==> src/rtl/ir_sirc_rx.sv <==
// ir_sirc_rx: SIRC-style IR frame receiver with synchroniser/deglitch, variable frame length,
// a one-entry valid/ready output buffer with overrun, error pulses and repeat-frame tagging.
module ir_sirc_rx #(
    parameter int BASE_PULSE_WIDTH = 30000,
    parameter int ERROR_PCT        = 10,
    parameter int MIN_BITS         = 12,
    parameter int MAX_BITS         = 20,
    parameter int GLITCH_CYCLES    = 16,
    parameter int REPEAT_WINDOW    = 3000000
) (
    input  logic                clk,
    input  logic                rst_n,
    input  logic                ir,
    output logic [MAX_BITS-1:0] data,
    output logic [4:0]          data_len,
    output logic                data_rpt,
    output logic                data_valid,
    input  logic                data_ready,
    output logic                frame_err,
    output logic                overrun
);
    localparam int TMIN = BASE_PULSE_WIDTH * (100 - ERROR_PCT) / 100;
    localparam int TMAX = BASE_PULSE_WIDTH * (100 + ERROR_PCT) / 100;
    localparam int CMAX = 4 * TMAX + 1;
    localparam int CW   = $clog2(CMAX + 1);
    localparam int GW   = $clog2(GLITCH_CYCLES + 1);
    localparam int RW   = $clog2(REPEAT_WINDOW + 1);
    localparam logic [CW-1:0] T1L  = CW'(TMIN);
    localparam logic [CW-1:0] T1H  = CW'(TMAX);
    localparam logic [CW-1:0] T2L  = CW'(2 * TMIN);
    localparam logic [CW-1:0] T2H  = CW'(2 * TMAX);
    localparam logic [CW-1:0] T4L  = CW'(4 * TMIN);
    localparam logic [CW-1:0] T4H  = CW'(4 * TMAX);
    localparam logic [CW-1:0] CSAT = CW'(CMAX);
    localparam logic [GW-1:0] GMAX = GW'(GLITCH_CYCLES - 1);
    localparam logic [RW-1:0] RMAX = RW'(REPEAT_WINDOW);

    typedef enum logic [2:0] {IDLE, START, PAUSE, BIT, DRAIN} state_t;

    state_t              state;
    logic [1:0]          sync;
    logic                f;
    logic [GW-1:0]       gc;
    logic [CW-1:0]       cnt;
    logic [4:0]          nbits;
    logic [MAX_BITS-1:0] sh;
    logic [RW-1:0]       gap;
    logic                have_prev;
    logic [MAX_BITS-1:0] last_data;
    logic [4:0]          last_len;

    logic [CW-1:0] cnt_inc;
    logic          in1, in2, in4, nb_ok, rpt_n, commit;

    assign cnt_inc = (cnt == CSAT) ? cnt : cnt + CW'(1);
    assign in1     = cnt >= T1L && cnt <= T1H;
    assign in2     = cnt >= T2L && cnt <= T2H;
    assign in4     = cnt >= T4L && cnt <= T4H;
    assign nb_ok   = nbits >= 5'(MIN_BITS) && nbits <= 5'(MAX_BITS);
    assign rpt_n   = have_prev && gap < RMAX && sh == last_data && nbits == last_len;
    assign commit  = state == PAUSE && f && cnt > T2H && nb_ok;

    // A level change is accepted only after GLITCH_CYCLES identical samples, delaying both edges equally.
    always_ff @(posedge clk or negedge rst_n) begin
        if (!rst_n) begin
            sync <= 2'b11;
            f    <= 1'b1;
            gc   <= '0;
        end else begin
            sync <= {sync[0], ir};
            if (sync[1] == f) begin
                gc <= '0;
            end else if (gc == GMAX) begin
                f  <= sync[1];
                gc <= '0;
            end else begin
                gc <= gc + GW'(1);
            end
        end
    end

    always_ff @(posedge clk or negedge rst_n) begin
        if (!rst_n) begin
            state      <= IDLE;
            cnt        <= '0;
            nbits      <= '0;
            sh         <= '0;
            gap        <= '0;
            have_prev  <= 1'b0;
            last_data  <= '0;
            last_len   <= '0;
            data       <= '0;
            data_len   <= '0;
            data_rpt   <= 1'b0;
            data_valid <= 1'b0;
            frame_err  <= 1'b0;
            overrun    <= 1'b0;
        end else begin
            frame_err <= 1'b0;
            overrun   <= 1'b0;
            gap       <= commit ? '0 : (gap == RMAX ? gap : gap + RW'(1));
            // Every good frame updates the repeat reference, even one dropped by a full buffer.
            if (commit) begin
                have_prev <= 1'b1;
                last_data <= sh;
                last_len  <= nbits;
                if (!data_valid || data_ready) begin
                    data       <= sh;
                    data_len   <= nbits;
                    data_rpt   <= rpt_n;
                    data_valid <= 1'b1;
                end else begin
                    overrun <= 1'b1;
                end
            end else if (data_ready) begin
                data_valid <= 1'b0;
            end
            case (state)
                IDLE: if (!f) begin
                    state <= START;
                    cnt   <= '0;
                end
                START: if (f) begin
                    if (in4) begin
                        state <= PAUSE;
                        cnt   <= '0;
                        nbits <= '0;
                        sh    <= '0;
                    end else begin
                        frame_err <= 1'b1;
                        state     <= IDLE;
                    end
                end else if (cnt > T4H) begin
                    frame_err <= 1'b1;
                    state     <= DRAIN;
                    cnt       <= '0;
                end else begin
                    cnt <= cnt_inc;
                end
                PAUSE: if (f) begin
                    if (cnt > T2H) begin
                        frame_err <= !nb_ok;
                        state     <= IDLE;
                    end else begin
                        cnt <= cnt_inc;
                    end
                end else if (in1) begin
                    state <= BIT;
                    cnt   <= '0;
                end else begin
                    frame_err <= 1'b1;
                    state     <= DRAIN;
                    cnt       <= '0;
                end
                // A malformed bit drains the rest of the frame so its tail is not parsed as a new start.
                BIT: if (f) begin
                    if ((in1 || in2) && nbits < 5'(MAX_BITS)) begin
                        sh    <= {sh[MAX_BITS-2:0], in2};
                        nbits <= nbits + 5'd1;
                        state <= PAUSE;
                    end else begin
                        frame_err <= 1'b1;
                        state     <= DRAIN;
                    end
                    cnt <= '0;
                end else if (cnt > T2H) begin
                    frame_err <= 1'b1;
                    state     <= DRAIN;
                    cnt       <= '0;
                end else begin
                    cnt <= cnt_inc;
                end
                DRAIN: if (!f) begin
                    cnt <= '0;
                end else if (cnt > T2H) begin
                    state <= IDLE;
                end else begin
                    cnt <= cnt_inc;
                end
                default: state <= IDLE;
            endcase
        end
    end
endmodule
==> config.mk <==
export PLATFORM = sky130hd
export DESIGN_NAME = ir_sirc_rx
export DESIGN_NICKNAME = d
export VERILOG_FILES = /design/src/rtl/ir_sirc_rx.sv
export SDC_FILE = /design/constraint.sdc
export NUM_CORES = 1
export LEC_CHECK = 0
export CORE_ASPECT_RATIO = 1.1
export CORE_UTILIZATION = 60
export CTS_CLUSTER_SIZE = 20
export DETAILED_ROUTE_END_ITERATION = 10
export PLACE_DENSITY = 0.81
export SKIP_CTS_REPAIR_TIMING = 1
export SLEW_MARGIN = 40
export SYNTH_ARGS = -nofsm -noshare
export SYNTH_HDL_FRONTEND = slang
export SYNTH_SLANG_ARGS = --single-unit
==> constraint.sdc <==
create_clock -name clk -period 3.2 [get_ports clk]
set_input_delay 0.32 -clock clk [delete_from_list [all_inputs] [get_ports clk]]
set_output_delay 0.32 -clock clk [all_outputs]
set_load 0.1 [all_outputs]
# [Word level (Yosys, flattened, before mapping)]
# Index checks and enable logic that the tools add are counted.
[word_totals] latch_bits=0 ram_bits=0 mem_bits_ro=0 inputBits=4 mem_count=0 output_inout_bits=29 wordCells=133 regBits=131
[op_classes] bitwise=1 n_mux=51 addsub=4 n_reduce_logical=26 eq_ne=22 magnitude_cmp=12 shift=0 mul=0 n_div=0
[ops] cell="$mux W18" count=9
[ops] cell="$mux W20" count=4
[ops] cell="$pmux W18 S4" count=1
[ops] cell="$mux W22" count=2
[ops] cell="$pmux W20 S2" count=1
[ops] cell="$mux W3" count=10
[ops] cell="$mux W5" count=6
[ops] cell="$add A22 B1 Y22 const B" count=1
[ops] cell="$eq A22 B22 Y1 const B" count=1
[ops] cell="$lt A22 B22 Y1 const B" count=1
[ops] cell="$eq A20 B20 Y1" count=1
[ops] cell="$add A18 B1 Y18 const B" count=1
[ops] cell="$eq A18 B18 Y1 const B" count=1
[ops] cell="$ge A18 B15 Y1 const B" count=1
[ops] cell="$ge A18 B16 Y1 const B" count=1
[ops] cell="$ge A18 B17 Y1 const B" count=1
[ops] cell="$gt A18 B17 Y1 const B" count=1
[ops] cell="$gt A18 B18 Y1 const B" count=1
[ops] cell="$le A18 B16 Y1 const B" count=1
[ops] cell="$le A18 B17 Y1 const B" count=1
[ops] cell="$le A18 B18 Y1 const B" count=1
[ops] cell="$pmux W3 S5" count=1
[ops] cell="$mux W1" count=14
[ops] cell="$ne A2 B2 Y1 const B" count=7
[ops] cell="26 further kinds" count=47

# [Depth between registers and ports, before layout]
# Gate-level depths: netlist (run 1).
[depth] depth_word=7 mapped_depth=10 mapped_depth_nobuf=8

# [Worst setup path before layout (run 1)]
# Ideal clock, no wire load.
[synth_timing] path_kind="register to register" start="register cnt[11]" end="register cnt[6]" path_stages_with_launch=11 arrival_time_ps=2714 synth_period_minus_slack_ps=2806 setup_ps=92 n_path_buf=3 t_required_ps=3108 path_slack_ps=394 cell_sequence="dfrtp_1 buf_6 or3_1 or4_1 o31ai_4 mux2i_2 o32a_1 buf_2 nand2b_4 buf_6 o31ai_2"
[synth_via] elab_chain_len=5 word_cells_on_any_way=17 cone_classes="order compare (4); eq/ne (3); mux (8); reduce/logical (2)"
[synth_rtl] item="start: declaration" line_no="44" source="logic [CW-1:0] cnt;"
[synth_rtl] item="start signal: assignment" line_no="138" source="cnt <= cnt_inc;"
[synth_rtl] item="start signal: assignment" line_no="145" source="cnt <= cnt_inc;"
[synth_rtl] item="start signal: assignment" line_no="171" source="cnt <= cnt_inc;"
[synth_rtl] item="parallel branches: the longest is 5 deep, another holds $gt A18 B17 Y1"
# Parallel ways; which one is timed is not known. The select of a mux whose other input is x is not followed.
# A chain may end at the register's enable or synchronous reset.

# [Worst setup path after layout (run 1)]
[layout_timing] start="register cnt[4]" end="register nbits[3]"
[layout_via] elab_chain_len=6 word_cells_on_any_way=14 cone_classes="order compare (6); eq/ne (2); reduce/logical (6)"
[layout_rtl] item="$ge A18 B15 Y1, or another cell as far along" line_no="56" source="assign in1 = cnt >= T1L && cnt <= T1H;"
[layout_rtl] item="$logic_and A1 B1 Y1 (on tied branches)" line_no="56, 57"
[layout_rtl] item="$logic_or A1 B1 Y1" line_no="157" source="if ((in1 || in2) && nbits < 5'(MAX_BITS)) begin"
[layout_rtl] item="$logic_and A1 B1 Y1" line_no="157"
[layout_rtl] item="$ne A2 B2 Y1 (no line)"
[layout_rtl] item="$reduce_and A5 Y1 (no line) *"
[layout_rtl] item="end signal: assignment" line_no="159" source="nbits <= nbits + 5'd1;"
[layout_rtl] item="end: declaration" line_no="45" source="logic [4:0] nbits;"
# Every way passes the cells marked *; elsewhere a longest branch is shown, timed or not.

==> results.py, run 1 <==
metrics = {
    "detailed_routing": {
        "routedWlPerCell_um": 16.8,
        "dr.pass1.iters": 6,
        "ant_nets": 0,
        "viasPerCell": 5.89,
        "wirelength_um": 13800,
        "drt_iter0_drc": 305,
        "via_count": 4858,
        "drc": 0,
    },
    "yosys": {
        "synth_ff_type": "dfrtp_1",
        "synth.distinct_cells": 69,
        "synth_fa_ha_area_frac": 0.0153,
        "yosys.area_share.xor_xnor": 0.0670,
        "synth-edff-count": 0,
        "yosys_warnings": 0,
        "synth_fp_nets": 654,
        "syn_area_per_cell_sq_um": 10.2,
        "syn_inst": 642,
        "synth_mux_area_frac": 0.0875,
        "yosys-top-cells-area": "dfrtp_1, mux2_2, nand2_1, xor2_1, o21ai_0",
        "synth_simple_gate_area_frac": 0.173,
        "synth_top_family_by_area": "simple AND/OR/NAND/NOR gates",
        "syn_area_sq_um": 6530,
        "synth_top_area_cell": "dfrtp_1",
        "synth_top_area_frac": 0.490,
        "ys_ff_latch": 131,
        "ys_seq_area_frac": 0.502,
        "synth-compound-area-share": 0.119,
        "async_flop_share": 1.00,
    },
    "cells_and_area": {
        "final_common_cell": "dfrtp_1",
        "drive_gt1_frac": 0.210,
        "mostFrequentLayoutCells": "dfrtp_1, nand2_1, nor2_1",
        "fin_nets": 681,
        "design_area_sq_um": 7440,
        "diodes": 0,
        "area_growth_pct": 13.9,
    },
    "global_routing": {
        "grt_pass1_wl_um": 23000,
        "antenna_found_initial": 0,
        "grt_max_degree": 54,
        "grt_util_all_layers": 0.267,
        "overflow": 0,
        "first_global_vias": 4765,
    },
    "clocking": {
        "path_clk_slew_ns": 0.06,
        "clockBufferDepth": 2,
        "cts_buffers": 17,
        "cts_tree": "built",
        "htree_levels": 4,
        "clock_sinks": 131,
        "clock_latency_ns": 0.43,
        "root_buffer": "clkbuf_16",
    },
    "sta": {
        "worst_pin_slew_ns": 0.688,
        "timing.final.crit_share": 0.948,
        "setup_viol": 0,
        "timing.fmax_mhz": 330,
        "skew_ns": 0.00982,
        "hold_viol_final": 0,
        "fin_crit_ns": 3.03,
        "fin_setup_tns_ns": 0,
        "rsz0062_at_grt": "no",
        "max-slew-margin-rel": 0.541,
        "drv_slew": 0,
    },
    "floorplanning": {
        "dieArea_sq_um": 11300,
        "die_w_um": 101,
        "pin_count": 33,
        "core_area_sq_um": 10500,
        "initial_core_util": 0.623,
        "die-height_um": 111,
        "rows": 39,
    },
    "place": {
        "portBuffers": 32,
        "placed_cell_area_sq_um": 6860,
        "hpwlAfterDp_um": 9240,
        "globalplace.congestion": 0.929,
    },
    "min_path": {
        "hp-class": "in2reg",
    },
    "setup_path": {
        "path_cells": "or3b_1 -> or4_1 -> a2111oi_2 -> a211oi_1 -> or3_1 -> or2_0 -> mux2i_1",
        "worstSetupPathType": "reg2reg",
        "worstSetupEndpointType": "register",
        "max_stage_delay_ns": 0.50,
        "cp_max_fo": 11,
        "start_kind": "register",
        "critPathSlowestCell": "or4_1",
        "crit_arrival_ns": 3.38,
        "cp.required_ns": 3.54,
    },
    "power_and_ir_drop": {
        "p_leak_nw": 3.58,
        "powerDensity_nw_per_um2": 518,
        "p_comb_frac": 0.052,
        "p_clk_frac": 0.480,
        "intPower_w": 0.00295,
        "ir_worst_vdd_v": 0.000339,
        "p_sw_w": 0.000912,
        "total_power_w": 0.00386,
        "power_frac_seq": 0.468,
        "swShare": 0.236,
    },
    "status": {
        "status": "complete, no violations",
    },
    "run": {
        "drv_cap": 0,
    },
}
-- final timing paths --
path / startpoint / end / slack, ns / depth (start not counted)
max: cnt[4]$_DFFE_PN0P_ / nbits[3]$_DFFE_PN0P_ / 0.17 / 7
max in group asynchronous: rst_n / last_data[9]$_DFFE_PN0P_ / 1.87 / 3
min in group asynchronous: rst_n / gap[4]$_DFFE_PN0P_ / 0.48 / 2
min reg2reg: sync[0]$_DFF_PN1_ / sync[1]$_DFF_PN1_ / 0.36 / 0
min: ir / sync[0]$_DFF_PN1_ / 0.30 / 1
max reg2reg: cnt[4]$_DFFE_PN0P_ / nbits[3]$_DFFE_PN0P_ / 0.17 / 7
-- logic make-up (layout without fill, tap and decap cells) --
| kind of cell | Yosys count | count (layout) |
|---|---|---|
| adder cells (fa/ha/maj) | 8 | 8 |
| XOR/XNOR | 50 | 50 |
| buffers and inverters | 55 | 95 |
| AO/OA/AOI/OAI | 108 | 108 |
| flip-flops | 131 | 131 |
| multiplexers | 51 | 51 |
| AND/OR/NAND/NOR | 239 | 239 |
-- layer usage --
layer	global-route usage	routed length [um]	up-vias
met1	0.322	5750	2403
met2	0.442	7130	108
met3	0.0647	482	51
li1	-	-	2296
met5	0	0	-
met4	0.136	473	0
-- power groups by stage --
stage | Combinational (W) | Clock, W | Sequential [W]
floorplan | 0.000202 | 0 | 0.00176
global placement | 0.000193 | 0 | 0.00183
detailed placement | 0.000205 | 0 | 0.00183
CTS | 0.000204 | 0.00187 | 0.00180
global route | 0.000228 | 0.00195 | 0.00182
finish | 0.000202 | 0.00185 | 0.00180
-- per-stage QoR --
step / hold slack, ns / util / setup slack, ns / cells
CTS: -0.0463 / 0.707 / 0.160 / 824
global placement: 0.346 / 0.668 / 0.290 / 792
detailed placement: 0.348 / 0.654 / 0.215 / 792
finish: 0.301 / 0.709 / 0.167 / 825
floorplan: 0.0244 / - / 0.394 / 642
global route: 0.314 / 0.709 / 0.0131 / 825
-- sequential cells by signal, summed over array words and instances, names as in the netlist --
| register | cells |
|---|---|
| data_rpt | 1 |
| gc | 5 |
| sync | 2 |
| cnt | 18 |
| frame_err | 1 |
| f | 1 |
| sh | 20 |
| overrun | 1 |
| nbits | 5 |
| have_prev | 1 |
| data | 20 |
| data_len | 5 |
| gap | 22 |
| data_valid | 1 |
| last_data | 20 |
| state | 3 |
| last_len | 5 |
-- layout make-up --
type	instances	area [sq um]
Fill cell	760	3050
Tap cell	143	179
Clock buffer	22	454
Sequential cell	131	3280
Clock inverter	10	109
Timing Repair Buffer	48	320
Multi-Input combinational cell	456	3040
Inverter	15	56.3
-- synthesized netlist by cell type (all sizes together) (4+ instances only) --
master	instances
a21oi	10
a22o	8
a2bb2oi	7
a31oi	4
and3	4
buf	15
clkbuf	25
dfrtp	128
ha	8
inv	15
mux2	46
mux2i	5
nand2	92
nand2b	7
nand3	21
nand4	10
nor2	49
nor2b	4
nor3	18
nor4	11
o21ai	45
o31ai	8
or2	6
or4	5
xnor2	23
xor2	27
-- worst max-delay path, delay by kind of cell, from the launching register on --
family	cells	cell delay [ns]
flops	1	0.48
simple gates	4	1.68
compound gates	2	0.62
mux	1	0.15
No activity file was read; power rests on OpenSTA's default activity.
==> run 2: changes to the inputs <==
ABC_CLOCK_PERIOD_IN_PS = 3200   (was unset)
CORE_UTILIZATION = 40   (was 60)
PLACE_DENSITY = 0.58   (was 0.81)
==> results.py, run 2 (same netlist as run 1, synthesis figures left out) <==
metrics = {
    "floorplanning": {
        "die-height_um": 136,
        "pin_count": 33,
        "dieArea_sq_um": 16900,
        "initial_core_util": 0.412,
        "rows": 48,
        "die_w_um": 124,
        "core_area_sq_um": 15900,
    },
    "sta": {
        "timing.fmax_mhz": 333,
        "skew_ns": 0.00592,
        "rsz0062_at_grt": "no",
        "setup_viol": 0,
        "worst_pin_slew_ns": 0.752,
        "fin_setup_tns_ns": 0,
        "fin_crit_ns": 3.00,
        "max-slew-margin-rel": 0.496,
        "drv_slew": 0,
        "timing.final.crit_share": 0.938,
        "finalWorstSetupSlack_ns": 0.197,
        "hold_viol_final": 54,
        "hold_ws_ns": -0.0515,
    },
    "cells_and_area": {
        "n_fill_cell": 1467,
        "top_register": "gap",
        "diodes": 0,
        "area_growth_pct": 15.3,
        "design_area_sq_um": 7530,
        "utilization": 0.475,
        "drive_gt1_frac": 0.211,
        "largest_reg_flops": 22,
        "regArea_sq_um": 3280,
        "final_common_cell": "dfrtp_1",
        "mostFrequentLayoutCells": "dfrtp_1, nand2_1, nor2_1",
        "fin_nets": 684,
        "multi_input_area_sq_um": 3040,
    },
    "place": {
        "globalplace.congestion": 0.865,
        "placed_cell_area_sq_um": 6970,
        "portBuffers": 32,
        "place_ws_ns": 0.200,
        "hpwlAfterDp_um": 9760,
    },
    "clocking": {
        "clock_sinks": 131,
        "clockBufferDepth": 2,
        "cts_buffers": 17,
        "path_clk_slew_ns": 0.05,
        "root_buffer": "clkbuf_16",
        "htree_levels": 4,
        "cts_tree": "built",
        "clock_latency_ns": 0.41,
    },
    "detailed_routing": {
        "dr.pass1.iters": 4,
        "wirelength_um": 14000,
        "drc": 0,
        "drt_iter0_drc": 217,
        "routedWlPerCell_um": 15.9,
        "ant_nets": 0,
        "viasPerCell": 5.34,
        "via_count": 4719,
    },
    "global_routing": {
        "gr-usage-met2": 0.314,
        "gr-usage-met1": 0.227,
        "grt_pass1_wl_um": 24000,
        "overflow": 0,
        "grt_max_degree": 59,
        "first_global_vias": 4809,
        "gr-usage-met3": 0.0407,
        "grt_util_all_layers": 0.186,
        "top_usage_layer": "met2",
        "antenna_found_initial": 0,
    },
    "min_path": {
        "hp-class": "in2async",
    },
    "power_and_ir_drop": {
        "p_leak_nw": 3.60,
        "ir_worst_vdd_v": 0.000378,
        "powerDensity_nw_per_um2": 507,
    },
    "status": {
        "violations": "negative hold slack",
        "status": "finished, violations left",
    },
    "setup_path": {
        "cp_max_fo": 23,
        "max_stage_delay_ns": 0.58,
        "critPathSlowestCell": "or4_1",
        "cp.required_ns": 3.49,
        "start_kind": "register",
        "crit_arrival_ns": 3.29,
        "path_cells": "or2_1 -> or4_1 -> o41ai_4 -> nand3_1 -> or4_1 -> buf_4 -> nand2_1 -> o21ai_0",
        "worstSetupPathType": "reg2reg",
        "worstSetupEndpointType": "register",
        "cpMostUsedCell": "or4_1",
        "r2r_cells": 8,
        "r2r_slack_ns": 0.20,
    },
    "run": {
        "drv_cap": 0,
    },
}
## run 2: cell type report
cell class,instances,area share
multi-input cells,456,0.404
well taps,200,0.0332
clock inverters,4,0.00631
clock buffers,27,0.0668
flip-flops and latches,131,0.436
inverters,15,0.00747
repair buffers,51,0.0468
## run 2: power by group
| group | internal, W | switching, W |
|---|---|---|
| clock network | 0.00114 | 0.000668 |
| logic | 0.0000873 | 0.000124 |
| registers | 0.00170 | 0.0000923 |
## run 2: worst paths after layout
check | end | from
min in group clk | sync[0]$_DFF_PN1_ | ir
max reg2reg | sh[12]$_DFFE_PN0P_ | cnt[13]$_DFFE_PN0P_
max | sh[12]$_DFFE_PN0P_ | cnt[13]$_DFFE_PN0P_
min reg2reg | sync[1]$_DFF_PN1_ | sync[0]$_DFF_PN1_
max in group asynchronous | sync[0]$_DFF_PN1_ | rst_n
min | gap[2]$_DFFE_PN0P_ | rst_n
## run 2: routing by layer
layer | vias up | share of wire
met5 | - | 0
met4 | 0 | 0.017
met3 | 19 | 0.029
met2 | 68 | 0.50
met1 | 2323 | 0.45
li1 | 2309 | -
## run 2: stage by stage
stage	power (W)	instances
6_report	0.00382	884
5_1_grt	0.00398	884
4_1_cts	0.00386	884
3_5_place_dp	0.00203	853
3_3_place_gp	0.00202	853
2_1_floorplan	0.00196	642
## run 2: critical path: cells and delay by family, from the launching register on
family	cells	cell delay, ns
AOI/OAI and AO/OA	2	0.47
DFF	1	0.43
buffers and inverters	1	0.25
and+or+nand+nor	5	1.71
==> run 3: changes to the inputs <==
CORE_ASPECT_RATIO = 1.75   (was 1.1)
SKIP_LAST_GASP = 1   (was unset)
==> results.py, run 3 (same netlist as run 1, synthesis figures left out) <==
metrics = {
    "status": {
        "status": "complete, no violations",
    },
    "global_routing": {
        "grt_util_all_layers": 0.186,
        "grt_max_degree": 51,
        "antenna_found_initial": 0,
        "grt_pass1_wl_um": 24300,
        "overflow": 0,
        "first_global_vias": 4931,
    },
    "detailed_routing": {
        "via_count": 4791,
        "drt_iter0_drc": 238,
        "drc": 0,
        "wirelength_um": 14400,
        "routedWlPerCell_um": 16.5,
        "ant_nets": 0,
        "viasPerCell": 5.49,
        "dr.pass1.iters": 4,
    },
    "setup_path": {
        "r2r_end": "nbits[3]$_DFFE_PN0P_",
        "r2r_start": "cnt[7]$_DFFE_PN0P_",
        "r2r_slack_ns": 0.17,
        "crit_arrival_ns": 3.37,
        "cp.required_ns": 3.54,
        "crit_start": "cnt[7]$_DFFE_PN0P_",
        "worstSetupPathType": "reg2reg",
        "start_kind": "register",
        "worstSetupEndpointType": "register",
        "cp_max_fo": 8,
        "r2r_cells": 7,
    },
    "sta": {
        "hold_viol_final": 0,
        "max-slew-margin-rel": 0.493,
        "timing.final.crit_share": 0.945,
        "setup_viol": 0,
        "worst_pin_slew_ns": 0.757,
        "rsz0062_at_grt": "no",
        "fin_crit_ns": 3.03,
        "drv_slew": 0,
        "timing.fmax_mhz": 331,
        "skew_ns": 0.00746,
        "fin_setup_tns_ns": 0,
    },
    "cells_and_area": {
        "n_fill_cell": 1455,
        "mostFrequentLayoutCells": "dfrtp_1, nand2_1, nor2_1",
        "area_growth_pct": 15.5,
        "final_common_cell": "dfrtp_1",
        "top_register": "gap",
        "fin_nets": 683,
        "utilization": 0.473,
        "largest_reg_flops": 22,
        "diodes": 0,
        "drive_gt1_frac": 0.218,
    },
    "clocking": {
        "cts_buffers": 17,
        "root_buffer": "clkbuf_16",
        "cts_tree": "built",
        "clock_latency_ns": 0.42,
        "path_clk_slew_ns": 0.06,
        "htree_levels": 4,
        "clockBufferDepth": 2,
        "clock_sinks": 131,
    },
    "run": {
        "drv_cap": 0,
    },
    "place": {
        "hpwlAfterDp_um": 10100,
        "globalplace.congestion": 0.851,
        "portBuffers": 32,
    },
    "floorplanning": {
        "core_area_sq_um": 16000,
        "die-height_um": 171,
        "rows": 61,
        "die_w_um": 98.6,
        "initial_core_util": 0.410,
        "pin_count": 33,
        "dieArea_sq_um": 16900,
    },
    "power_and_ir_drop": {
        "ir_worst_vdd_v": 0.000323,
        "p_leak_nw": 3.60,
        "powerDensity_nw_per_um2": 531,
        "total_power_w": 0.00401,
    },
    "min_path": {
        "holdPathStages": 1,
        "hp-start": "ir",
        "hp-class": "in2reg",
        "hold_end": "sync[0]$_DFF_PN1_",
    },
}
==> run 3: cell count changes in the layout (fill, tap and decap cells not counted), sizes merged <==
cell and delta:
inv +1, bufinv +2, clkinvlp +2, clkinv +3, dlygate4sd3 +1, buf -2, clkbuf -7
==> run 3: layout make-up <==
type                            instances  area (sq um)  share of cell area
Inverter                               15          56.3             0.00746
Sequential cell                       131          3280               0.435
Clock buffer                           20           457              0.0605
Multi-Input combinational cell        456          3040               0.402
Tap cell                              189           236              0.0313
Clock inverter                         12           154              0.0204
Timing Repair Buffer                   50           323              0.0428
==> run 3: worst max path at each step <==
| stage | end | slack [ns] | cells after the start |
|---|---|---|---|
| after floorplan | cnt[6]$_DFFE_PN0P_ | 0.39 | 10 |
| after CTS | cnt[7]$_DFFE_PN0P_ | 0.17 | 7 |
| final | nbits[3]$_DFFE_PN0P_ | 0.17 | 7 |
| after global routing | nbits[3]$_DFFE_PN0P_ | 0.03 | 7 |
| after detailed placement | cnt[7]$_DFFE_PN0P_ | 0.18 | 7 |
| after global placement | cnt[11]$_DFFE_PN0P_ | 0.24 | 7 |
==> run 3: layer usage <==
layer | track usage | part of all wire
met5 | 0 | 0
met1 | 0.192 | 0.41
met4 | 0.0844 | 0.023
met2 | 0.356 | 0.55
met3 | 0.0396 | 0.026
==> run 3: worst max-delay path: stages, from the launching register on <==
cell	delay, ns
dfrtp_1	0.48
or3b_1	0.42
or4_1	0.51
a2111oi_2	0.45
a211oi_1	0.20
or3_1	0.51
or2_0	0.26
mux2i_1	0.12
==> run 3: stage by stage <==
step | hold slack [ns] | std cells | worst slack [ns] | area [sq um]
6_report | 0.311 | 873 | 0.174 | 7540
5_1_grt | 0.320 | 873 | 0.0266 | 7540
4_1_cts | -0.0636 | 872 | 0.168 | 7530
3_5_place_dp | 0.351 | 840 | 0.184 | 6920
3_3_place_gp | 0.346 | 840 | 0.235 | 7060
2_1_floorplan | 0.0244 | 642 | 0.394 | 6530
==> run 3: where the power goes <==
group,internal [W],switching (W)
Combinational,0.0000904,0.000133
Sequential,0.00170,0.0000914
Clock,0.00127,0.000727
